File: src/rtl/uart_rx_fifo.sv
// UART receiver: 2-flop synchronised rx, 16x oversampling with a 7/8/9 majority vote, runtime frame format,
// frames buffered in a first-word-fall-through FIFO. rx_valid rises the clk after DONE when the FIFO was empty.
// Backpressure: a full FIFO drops the new frame and sets sticky overrun. Optional break detect: UART_RX_BREAK_DET_EN.
module uart_rx_fifo #(
    parameter int DATA_W = 8,
    parameter int DEPTH  = 4,
    parameter int DIV_W  = 16
) (
    input  logic                   clk,
    input  logic                   reset,
    input  logic                   rx,
    input  logic [DIV_W-1:0]       baud_div,
    input  logic [3:0]             frame_length,
    input  logic                   parity_en,
    input  logic                   parity_type,
    input  logic                   stop2,
    output logic [DATA_W-1:0]      rx_data,
    output logic                   parity_err,
    output logic                   frame_err,
    output logic                   rx_valid,
    input  logic                   rx_ready,
    output logic [$clog2(DEPTH):0] fifo_count,
    output logic                   overrun,
    input  logic                   clr_overrun,
    output logic                   break_det
);
    localparam int AW = $clog2(DEPTH);
    localparam int EW = DATA_W + 2;

    typedef enum logic [2:0] {IDLE, START, DATA, PARITY, STOP1, STOP2, DONE, BRK_WAIT} state_t;
    state_t state, state_nxt;

    logic             rx_s1, rx_s2, rx_d;
    logic             fall, start_det, tick, bit_end, bit_val;
    logic [DIV_W-1:0] div_cnt;
    logic [3:0]       samp_cnt, bit_idx, cfg_len, len_clamped;
    logic [2:0]       smp;
    logic             cfg_par_en, cfg_par_type, cfg_stop2;
    logic [DATA_W-1:0] data_r;
    logic             par_err_r, frm_err_r, brk_frame;
    logic             push_req, push, pop, full;
    logic [EW-1:0]    mem [DEPTH];
    logic [EW-1:0]    head;
    logic [AW-1:0]    wr_ptr, rd_ptr;

    always_ff @(posedge clk or negedge reset) begin
        if (!reset) begin
            rx_s1 <= 1'b1;
            rx_s2 <= 1'b1;
            rx_d  <= 1'b1;
        end else begin
            rx_s1 <= rx;
            rx_s2 <= rx_s1;
            rx_d  <= rx_s2;
        end
    end

    assign fall        = rx_d & ~rx_s2;
    assign start_det   = (state == IDLE) && fall;
    assign tick        = (div_cnt == baud_div);
    assign bit_end     = tick && (samp_cnt == 4'd15);
    assign bit_val     = (smp[0] & smp[1]) | (smp[0] & smp[2]) | (smp[1] & smp[2]);
    assign len_clamped = (frame_length < 4'd5) ? 4'd5 :
                         (frame_length > 4'(DATA_W)) ? 4'(DATA_W) : frame_length;

    // Divider and sample counter realign to the detected start edge.
    always_ff @(posedge clk or negedge reset) begin
        if (!reset) begin
            div_cnt  <= '0;
            samp_cnt <= '0;
            smp      <= '0;
        end else if (start_det) begin
            div_cnt  <= '0;
            samp_cnt <= '0;
        end else if (tick) begin
            div_cnt  <= '0;
            samp_cnt <= samp_cnt + 4'd1;
            if (samp_cnt >= 4'd7 && samp_cnt <= 4'd9)
                smp <= {smp[1:0], rx_s2};
        end else begin
            div_cnt <= div_cnt + 1'b1;
        end
    end

    always_ff @(posedge clk or negedge reset) begin
        if (!reset) state <= IDLE;
        else        state <= state_nxt;
    end

    always_comb begin
        state_nxt = state;
        case (state)
            IDLE:     if (fall) state_nxt = START;
            START:    if (bit_end) state_nxt = bit_val ? IDLE : DATA;
            DATA:     if (bit_end && (bit_idx == cfg_len - 4'd1))
                          state_nxt = cfg_par_en ? PARITY : STOP1;
            PARITY:   if (bit_end) state_nxt = STOP1;
            STOP1:    if (bit_end) state_nxt = cfg_stop2 ? STOP2 : DONE;
            STOP2:    if (bit_end) state_nxt = DONE;
            DONE:     state_nxt = brk_frame ? BRK_WAIT : IDLE;
            BRK_WAIT: if (rx_s2) state_nxt = IDLE;
            default:  state_nxt = IDLE;
        endcase
    end

    always_ff @(posedge clk or negedge reset) begin
        if (!reset) begin
            cfg_len      <= '0;
            cfg_par_en   <= 1'b0;
            cfg_par_type <= 1'b0;
            cfg_stop2    <= 1'b0;
            data_r       <= '0;
            bit_idx      <= '0;
            par_err_r    <= 1'b0;
            frm_err_r    <= 1'b0;
        end else if (start_det) begin
            cfg_len      <= len_clamped;
            cfg_par_en   <= parity_en;
            cfg_par_type <= parity_type;
            cfg_stop2    <= stop2;
            data_r       <= '0;
            bit_idx      <= '0;
            par_err_r    <= 1'b0;
            frm_err_r    <= 1'b0;
        end else if (bit_end) begin
            case (state)
                DATA: begin
                    data_r  <= data_r | (DATA_W'(bit_val) << bit_idx);
                    bit_idx <= bit_idx + 4'd1;
                end
                PARITY:       par_err_r <= bit_val != (^data_r ^ cfg_par_type);
                STOP1, STOP2: frm_err_r <= frm_err_r | ~bit_val;
                default: ;
            endcase
        end
    end

`ifdef UART_RX_BREAK_DET_EN
    logic par_bit, stop1_bit;

    always_ff @(posedge clk or negedge reset) begin
        if (!reset) begin
            par_bit   <= 1'b0;
            stop1_bit <= 1'b1;
        end else if (start_det) begin
            par_bit   <= 1'b0;
            stop1_bit <= 1'b1;
        end else if (bit_end) begin
            if (state == PARITY) par_bit   <= bit_val;
            if (state == STOP1)  stop1_bit <= bit_val;
        end
    end

    assign brk_frame = (data_r == '0) && !par_bit && !stop1_bit;
    assign break_det = (state == DONE) && brk_frame;
`else
    assign brk_frame = 1'b0;
    assign break_det = 1'b0;
`endif

    // A pop in the same cycle frees the slot, so a full FIFO can still accept.
    assign push_req   = (state == DONE) && !brk_frame;
    assign rx_valid   = (fifo_count != '0);
    assign full       = (fifo_count == (AW+1)'(DEPTH));
    assign pop        = rx_valid && rx_ready;
    assign push       = push_req && (!full || pop);
    assign head       = mem[rd_ptr];
    assign rx_data    = rx_valid ? head[DATA_W-1:0] : '0;
    assign parity_err = rx_valid & head[DATA_W];
    assign frame_err  = rx_valid & head[DATA_W+1];

    always_ff @(posedge clk) begin
        if (push) mem[wr_ptr] <= {frm_err_r, par_err_r, data_r};
    end

    always_ff @(posedge clk or negedge reset) begin
        if (!reset) begin
            wr_ptr     <= '0;
            rd_ptr     <= '0;
            fifo_count <= '0;
            overrun    <= 1'b0;
        end else begin
            if (push) wr_ptr <= wr_ptr + 1'b1;
            if (pop)  rd_ptr <= rd_ptr + 1'b1;
            if (push && !pop)      fifo_count <= fifo_count + 1'b1;
            else if (pop && !push) fifo_count <= fifo_count - 1'b1;
            if (push_req && !push) overrun <= 1'b1;
            else if (clr_overrun)  overrun <= 1'b0;
        end
    end
endmodule
File: config.mk
export PLATFORM = sky130hd
export DESIGN_NAME = uart_rx_fifo
export DESIGN_NICKNAME = d
export VERILOG_FILES = /design/src/rtl/uart_rx_fifo.sv
export SDC_FILE = /design/constraint.sdc
export NUM_CORES = 1
export LEC_CHECK = 0
export CORE_MARGIN = 10
export CORE_UTILIZATION = 25
export DETAILED_ROUTE_END_ITERATION = 8
export RECOVER_POWER = 50
export SYNTH_ARGS = -nofsm -noshare
export SYNTH_HDL_FRONTEND = slang
export SYNTH_SLANG_ARGS = --single-unit
File: constraint.sdc
create_clock -name clk -period 3.9 [get_ports clk]
set_input_delay 0.975 -clock clk [delete_from_list [all_inputs] [get_ports clk]]
set_output_delay 0.975 -clock clk [all_outputs]
set_load 0.01 [all_outputs]
==> results of run 1 <==
## cell type report
type,instances,area (sq um),share of cell area [%]
repair buffers,45,429,7.74
clock buffers,9,225,4.06
multi-input cells,250,1840,33.2
clock inverters,7,61.3,1.11
inverters,13,48.8,0.880
flip-flops and latches,98,2660,47.9
well taps,229,287,5.16
## placed cells by master, fill, tap and decap left out, drive strengths merged, types with 12 or more instances in the layout
master          n
dfrtp          55
edfxtp         40
clkdlybuf4s50  39
nand2          37
xor2           32
nor2           30
xnor2          24
inv            16
and2           14
o21ai          12
clkbuf         12
## final timing paths
check,from,to,cells after the start
min in group asynchronous,reset,div_cnt[14]$_DFF_PN0_,1
max,rd_ptr[0]$_DFFE_PN0P_,rx_data[2],3
max in group asynchronous,reset,cfg_par_en$_DFFE_PN0P_,1
min,rx_s1$_DFF_PN1_,rx_s2$_DFF_PN1_,0
min reg2reg,rx_s1$_DFF_PN1_,rx_s2$_DFF_PN1_,0
max reg2reg,state[2]$_DFFE_PN0P_,fifo_count[2]$_DFFE_PN0P_,8
## routing by layer
metal	vias to the layer above	share of wire, %	GRT usage (%)
met1	1465	45	9.70
met3	10	5.2	2.65
met5	-	0	0
met2	65	48	12.6
met4	0	1.2	2.45
li1	1398	-	-
## through the flow
stage          cell area [sq um]  worst slack [ns]
2_1_floorplan               4610              1.24
3_3_place_gp                5280             0.576
3_5_place_dp                5280             0.406
4_1_cts                     5560             0.424
5_1_grt                     5550             0.321
6_report                    5550             0.511
## sequential cells by signal (all words and copies together), names as in the netlist
register      count
bit_idx           4
cfg_len           4
cfg_par_en        1
cfg_par_type      1
cfg_stop2         1
data_r            8
div_cnt          16
fifo_count        3
frm_err_r         1
mem              40
overrun           1
par_err_r         1
rd_ptr            2
rx_d              1
rx_s1             1
rx_s2             1
samp_cnt          4
smp               3
state             3
wr_ptr            2
## synthesized netlist by cell type (4+ instances only)
library cell  count  area share (%)
inv_1            13             1.1
nand3_1          11             1.2
mux4_2           10             4.9
o21ai_0           9            0.98
nand2_1          37             3.0
clkbuf_1         11            0.90
a21oi_1           4            0.43
nor4_1            7            0.95
nor2_1           30             2.4
or3_1             4            0.54
nand4_1           4            0.54
and3_1            5            0.68
mux2_2            4            0.98
edfxtp_1         40              26
nor3_1            4            0.43
and2_1           14             1.9
nand2b_1          4            0.54
ha_1             11             3.0
xor2_1           32             6.1
dfrtp_1          55              30
xnor2_1          24             4.6
## critical path, cell delays in order, from the launching register on
cell and delay [ns]:
dfrtp_1 0.82, mux4_2 0.60, and2_1 0.17, clkdlybuf4s50_1 0.47
## report_power, final
part	switching (mW)	internal, mW	leakage (nW)
clock	0.401	0.445	0.141
sequential	0.117	1.11	0.957
combinational	0.132	0.233	0.968
total	0.650	1.79	2.07
## cells by family after synthesis
family / after synthesis / synth area share [%]
and+or+nand+nor: 131 / 14.5
DFF: 98 / 57.6
adders and majority gates: 12 / 3.42
xor gates and xnor gates: 56 / 10.6
muxes: 18 / 6.76
other: 1 / 0.0814
AOI/OAI and AO/OA: 32 / 4.51
buffers and inverters: 28 / 2.42
==> impl_metrics.toml, run 1 <==
[run_status]
outcome = "complete, but fails checks"
violations = "max-capacitance violations, max-slew violations"

[timing]
fin_skew_ns = 0.00841
hold_violations = 0
tightest_slew_ns = 2.65
finalSetupViolCount = 0
period_needed_ns = 3.39
whs_ns = 0.364
setup_tns_ns = 0
fmax_ghz = 0.295
timing.final.crit_share_pct = 86.9
slew_violations = 49
rsz0062_at_grt = "no"
relSlewSlack_pct = -76.8

[power_and_ir_drop]
ir_worst_vdd_mv = 0.433
power_mw = 2.44
leakagePower_nw = 2.07
power.density_nw_per_um2 = 440

[cts]
clock_path_buffers = 2
clock_sinks = 98
path_clk_slew_ns = 0.07
numCtsBuffers = 9
insertion_delay_ns = 0.34
ctsHoldBuffers = 0
cts_resized = 0
cts-root-buf = "clkbuf_16"
cts_max_level = 3
cts_setup_buffers = 0
cts_tree = "done"

[worst_setup_path]
crit_path_max_fanout = 12
startpoint_type = "register"
r2r_slack_ns = 1.33
worstSetupEndpointType = "primary output"
crit_type = "reg2out"
worstPathArrival_ns = 2.41
critPathRequiredTime_ns = 2.92

[synthesis]
syn_nets = 416
ys_warn_count = 0
ys_seq_area_share_pct = 57.6
synthArstFlopShare_pct = 59.2
syn_area_per_cell_sq_um = 12.3
synthFlopType = "dfrtp_1"
synth_edf_count = 40
synthesis.area_sq_um = 4610
ys_types = 49
syn_inst = 376
ys_ff_latch = 98

[detailed_routing]
drtIter0Drc = 129
firstDrtPassIters = 4
postRouteAntennaNets = 0
vias_per_cell = 4.51
routed_wl_um = 9040
routedWlPerCell_um = 13.9
num_vias = 2938
drc = 0

[grt]
grt_pass1_vias = 3051
grt_max_degree = 49
overflow = 0
antenna_found_initial = 0
track_usage_pct = 7.84
grt_pass1_wl_um = 15500

[cells_and_area]
antenna_cells = 0
final_cells = 651
fin_nets = 457
fillers = 1837
final_util_pct = 30.8
area_delta_synth_final_pct = 20.4
drive_gt1_share_pct = 8.77

[place]
place_inst = 635
gp_congestion = 0.778
io_buffers = 42
dpl.hpwl_um = 6590

[floorplan]
initial_core_util_pct = 25.6
core_sq_um = 18000
die_area_sq_um = 24300
dieWidth_um = 156
die_height_um = 156
io_pins = 44
rows = 49

[min_path]
hp-class = "reg2reg"

[run]
max_cap_viol_count = 1
No activity file was read; power rests on OpenSTA's default activity.
==> run 2, diff against run 1 <==
SETUP_SLACK_MARGIN = 0.5   (was unset)
==> run 2 against run 1 <==
  * The run now ends clean
  * Clock power hardly changed
  * Count of clock-buffer cells in the layout unchanged
  * Largest cell class unchanged
  * Clock skew is essentially flat
  * Cell count unchanged
==> impl_metrics.toml, run 2 (synthesis gave the netlist of run 1 again) <==
[run_status]
outcome = "complete, no violations"

[grt]
overflow = 0
track_usage_pct = 7.84
antenna_found_initial = 0
grt_max_degree = 49
grt_pass1_vias = 3050
grt_pass1_wl_um = 15500

[worst_setup_path]
slowest_delay_ns = 0.63
r2r_start = "state[2]$_DFFE_PN0P_"
crit_top_cell = "xor2_1"
rr_endpoint = "fifo_count[2]$_DFFE_PN0P_"
critPathSlowestCell = "nor3_1"
crit_chain = "dlygate4sd3_1 > nor4b_1 > nor3_1 > ha_1 > inv_1 > fa_1 > xor2_1 > nor2_1 > xor2_1"
worstSetupEndpointType = "register"
startpoint_type = "input port"
r2r_slack_ns = 1.33
crit_end = "fifo_count[2]$_DFFE_PN0P_"
crit_type = "in2reg"
worstPathArrival_ns = 3.47
critPathRequiredTime_ns = 4.16
crit_start = "rx_ready"
reg2regPathDepth = 8
crit_path_max_fanout = 8

[timing]
rsz0062_at_grt = "no"
timing.final.crit_share_pct = 82.1
tightest_slew_ns = 1.10
fmax_ghz = 0.312
setup_tns_ns = 0
hold_violations = 0
fin_skew_ns = 0.00842
period_needed_ns = 3.20
slew_violations = 0
finalSetupViolCount = 0
relSlewSlack_pct = 26.5

[run]
max_cap_viol_count = 0

[cts]
cts_tree = "done"
clock_path_buffers = 2
insertion_delay_ns = 0.34
clock_sinks = 98
cts-root-buf = "clkbuf_16"
path_clk_slew_ns = 0.07
cts_setup_buffers = 0
cts_max_level = 3
numCtsBuffers = 9

[detailed_routing]
routedWlPerCell_um = 13.9
num_vias = 2926
routed_wl_um = 9020
drc = 0
vias_per_cell = 4.49
postRouteAntennaNets = 0
drtIter0Drc = 128
firstDrtPassIters = 4

[place]
place_area_sq_um = 5280
io_buffers = 42
dpl.hpwl_um = 6590
gp_congestion = 0.778

[floorplan]
die_height_um = 156
core_sq_um = 18000
dieWidth_um = 156
die_area_sq_um = 24300
initial_core_util_pct = 25.6
io_pins = 44
rows = 49

[cells_and_area]
largest_reg_flops = 40
fin_area_sq_um = 5550
largest-register = "mem"
final_cell_mix = "dfrtp_1 (54), edfxtp_1 (40), clkdlybuf4s50_1 (39), nand2_1 (37), xor2_1 (32)"
area_delta_synth_final_pct = 20.4
drive_gt1_share_pct = 9.24
final_common_cell = "dfrtp_1"
antenna_cells = 0
fin_nets = 457
largestRegisters = "mem (40), div_cnt (16), data_r (8)"

[power_and_ir_drop]
ir_worst_vdd_mv = 0.437
leakagePower_nw = 2.07
power.density_nw_per_um2 = 440

[min_path]
hp-class = "reg2reg"
hold_start = "rx_s1$_DFF_PN1_"
run 2: changes by cell type in the layout (fill, tap and decap cells not counted):
| cell | change |
|---|---|
| buf_2 | +1 |
| dfrtp_1 | -1 |
| clkbuf_1 | -1 |
| dfrtp_2 | +1 |
run 2: how the worst min path moves through the flow:
stage | endpoint | slack [ns] | cells past startpoint
3_5_place_dp | rx_s2$_DFF_PN1_ | 0.35 | 0
3_3_place_gp | rx_s2$_DFF_PN1_ | 0.35 | 0
6_report | rx_s2$_DFF_PN1_ | 0.36 | 0
5_1_grt | rx_s2$_DFF_PN1_ | 0.37 | 0
2_1_floorplan | rx_s2$_DFF_PN1_ | 0.35 | 0
4_1_cts | rx_s2$_DFF_PN1_ | 0.36 | 0
run 2: area by class of cell:
cell class / count / area [sq um]
Clock inverter: 7 / 61.3
Sequential cell: 98 / 2660
Fill cell: 1836 / 12500
Clock buffer: 9 / 225
Inverter: 13 / 48.8
Timing Repair Buffer: 45 / 430
Tap cell: 229 / 287
Multi-Input combinational cell: 250 / 1840
run 2: what timing repair did:
| item | 4_1_cts | 5_1_grt |
|---|---|---|
| setup endpoints to repair | 10 | 0 |
| hold buffers | 0 | 0 |
| gates resized for setup | 1 | 0 |
run 2: routing by layer:
metal  up-vias  wire [um]  track usage, %
li1       1398          -               -
met1      1453       4060            9.68
met2        63       4370            12.6
met3        12        473            2.65
met4         0        117            2.45
met5         -          0               0
run 2: metrics by stage:
stage / power, mW / hold slack, ns / std cells / util, % / worst slack (ns)
global route: 2.57 / 0.370 / 651 / 30.8 / 0.474
finish: 2.44 / 0.364 / 651 / 30.8 / 0.697
CTS: 2.49 / 0.361 / 651 / 30.9 / 0.684
global placement: 1.62 / 0.349 / 635 / 29.3 / 0.576
floorplan: 1.43 / 0.345 / 376 / - / 1.24
detailed placement: 1.63 / 0.352 / 635 / 29.3 / 0.406
run 2: worst max-delay path, delay by kind of cell:
family | cells | cell delay (ns)
AND/OR/NAND/NOR | 3 | 0.85
adder cells (fa/ha/maj) | 2 | 0.67
buffers and inverters | 2 | 0.64
XOR/XNOR | 2 | 0.34
run 2: power breakdown:
group / leakage (nW) / total [mW] / internal [mW] / switching [mW]
Combinational: 0.971 / 0.366 / 0.233 / 0.132
Clock: 0.141 / 0.846 / 0.445 / 0.401
Sequential: 0.956 / 1.23 / 1.12 / 0.117
==> run 3, diff against run 2 <==
clock period = 3.15 ns   (was 3.9 ns; I/O delays follow)
==> run 3 against run 2 <==
  * The flow now finishes with violations (max-capacitance violations, max-slew violations)
  * Worst hold slack got worse by 0.0012 ns
  * Clock skew decreased by 0.0013 ns
  * Wire length increased by 3.0%
  * Register-to-register slack got worse by 0.41 ns
  * Via count increased by 0.31%
  * Design area increased by 3.0%
  * Cell count increased by 1.7%
  * Critical path type unchanged
  * Critical endpoint is now fifo_count[1]$_DFFE_PN0P_
==> impl_metrics.toml, run 3 (synthesis gave the netlist of run 1 again) <==
[power_and_ir_drop]
power.density_nw_per_um2 = 556
power_mw = 3.18
switchingPower_uw = 826
leakagePower_nw = 2.14
ir_worst_vdd_mv = 0.431
p_int_mw = 2.35
power_frac_comb_pct = 17.8
power_frac_clock_pct = 35.1
swShare_pct = 26.0
p_seq_share_pct = 47.1

[cts]
path_clk_slew_ns = 0.07
ctsHoldBuffers = 0
cts_tree = "done"
cts_max_level = 3
clock_path_buffers = 2
numCtsBuffers = 9
cts-root-buf = "clkbuf_16"
clock_sinks = 98
insertion_delay_ns = 0.34

[worst_setup_path]
crit_type = "in2reg"
crit_path_max_fanout = 3
worstSetupEndpointType = "register"
critPathRequiredTime_ns = 3.38
worstPathArrival_ns = 2.96
startpoint_type = "input port"

[cells_and_area]
area_delta_synth_final_pct = 24.1
antenna_cells = 0
final_cell_mix = "dfrtp_1 (53), edfxtp_1 (40), nand2_1 (37), xor2_1 (32), nor2_1 (30)"
drive_gt1_share_pct = 14.1
largest_reg_flops = 40
fillers = 1810
largest-register = "mem"
fin_nets = 468
largestRegisters = "mem (40), div_cnt (16), data_r (8)"
final_common_cell = "dfrtp_1"
final_util_pct = 31.7

[detailed_routing]
firstDrtPassIters = 6
postRouteAntennaNets = 0
vias_per_cell = 4.43
drtIter0Drc = 117
drc = 0
routedWlPerCell_um = 14.0
routed_wl_um = 9290
num_vias = 2935

[floorplan]
core_sq_um = 18000
io_pins = 44
rows = 49
initial_core_util_pct = 25.6
dieWidth_um = 156
die_height_um = 156
die_area_sq_um = 24300

[run]
max_cap_viol_count = 1

[timing]
slew_violations = 28
relSlewSlack_pct = -4.78
finalSetupViolCount = 0
setup_ws_ns = 0.417
fmax_ghz = 0.366
tightest_slew_ns = 1.57
rsz0062_at_grt = "yes"
period_needed_ns = 2.73
hold_violations = 0
fin_skew_ns = 0.00708
timing.final.crit_share_pct = 86.7

[place]
io_buffers = 42
dpl.hpwl_um = 6620
dp_slack_ns = -0.137
gp_congestion = 0.799

[grt]
track_usage_pct = 7.85
grt_pass1_wl_um = 15500
grt_max_degree = 33
overflow = 0
grt_pass1_vias = 3096
antenna_found_initial = 0

[run_status]
violations = "max-capacitance violations, max-slew violations"
outcome = "complete, but fails checks"

[min_path]
hp-class = "reg2reg"
==> run 3: changes by cell type in the layout (fill, tap and decap cells not counted), sizes merged <==
cell           previous run  this run
bufinv                    0         1
clkdlybuf4s50            39        29
clkinv                    4         0
clkinvlp                  0         2
buf                       2        11
clkbuf                   11        17
clkdlybuf4s15             0         7
==> run 3: worst paths after layout <==
kind	startpoint	to	slack, ns	depth (start not counted)
worst max-delay path	rx_ready	fifo_count[1]$_DFFE_PN0P_	0.42	7
worst min-delay path	rx_s1$_DFF_PN1_	rx_s2$_DFF_PN1_	0.36	0
worst max register to register	samp_cnt[0]$_DFFE_PN0P_	state[1]$_DFFE_PN0P_	0.92	6
worst min register to register	rx_s1$_DFF_PN1_	rx_s2$_DFF_PN1_	0.36	0
max in group asynchronous	reset	div_cnt[11]$_DFF_PN0_	0.73	2
min in group asynchronous	reset	state[2]$_DFFE_PN0P_	0.83	1
==> run 3: metrics by stage <==
step           instance area (sq um)  std cells  hold slack [ns]  TNS [ns]
2_1_floorplan                   4610        376            0.345         0
4_1_cts                         5720        661            0.359         0
3_5_place_dp                    5340        642            0.349    -0.137
6_report                        5720        662            0.363         0
3_3_place_gp                    5340        642            0.348   -0.0804
5_1_grt                         5720        662            0.369         0
==> run 3: power by group through the flow <==
stage / clock network, mW / registers (mW) / logic [mW]
final: 1.11 / 1.50 / 0.565
after floorplan: 0 / 1.47 / 0.300
after global placement: 0 / 1.51 / 0.515
after detailed placement: 0 / 1.51 / 0.526
after global routing: 1.21 / 1.51 / 0.616
after CTS: 1.15 / 1.50 / 0.585
==> run 3: worst max-delay path: stages <==
cell and delay [ns]:
dlygate4sd3_1 0.59, nor4b_2 0.45, nor3_2 0.12, ha_1 0.25
inv_1 0.07, fa_1 0.41, mux2_2 0.28
==> run 3: layout make-up <==
cell class	instances	area, sq um	share of cell area (%)
sequential	98	2660	46.5
inverter	13	48.8	0.853
clock buffer	10	229	4.00
timing repair buffer	56	532	9.30
tap	229	287	5.01
clock inverter	6	73.8	1.29
multi-input combinational	250	1890	33.0
==> run 3: repair_timing <==
action	4_1_cts	5_1_grt
cloned	1	0
setup endpoints to repair	13	15
pin swaps	0	4
resized for setup	27	12
buffers inserted	2	1
==> run 3: per-layer routing <==
metal / vias to the layer above / track usage, % / part of all wire (%)
met1: 1453 / 9.19 / 45
met5: - / 0 / 0
li1: 1423 / - / -
met2: 51 / 13.3 / 49
met3: 8 / 2.62 / 4.8
met4: 0 / 2.41 / 1.2
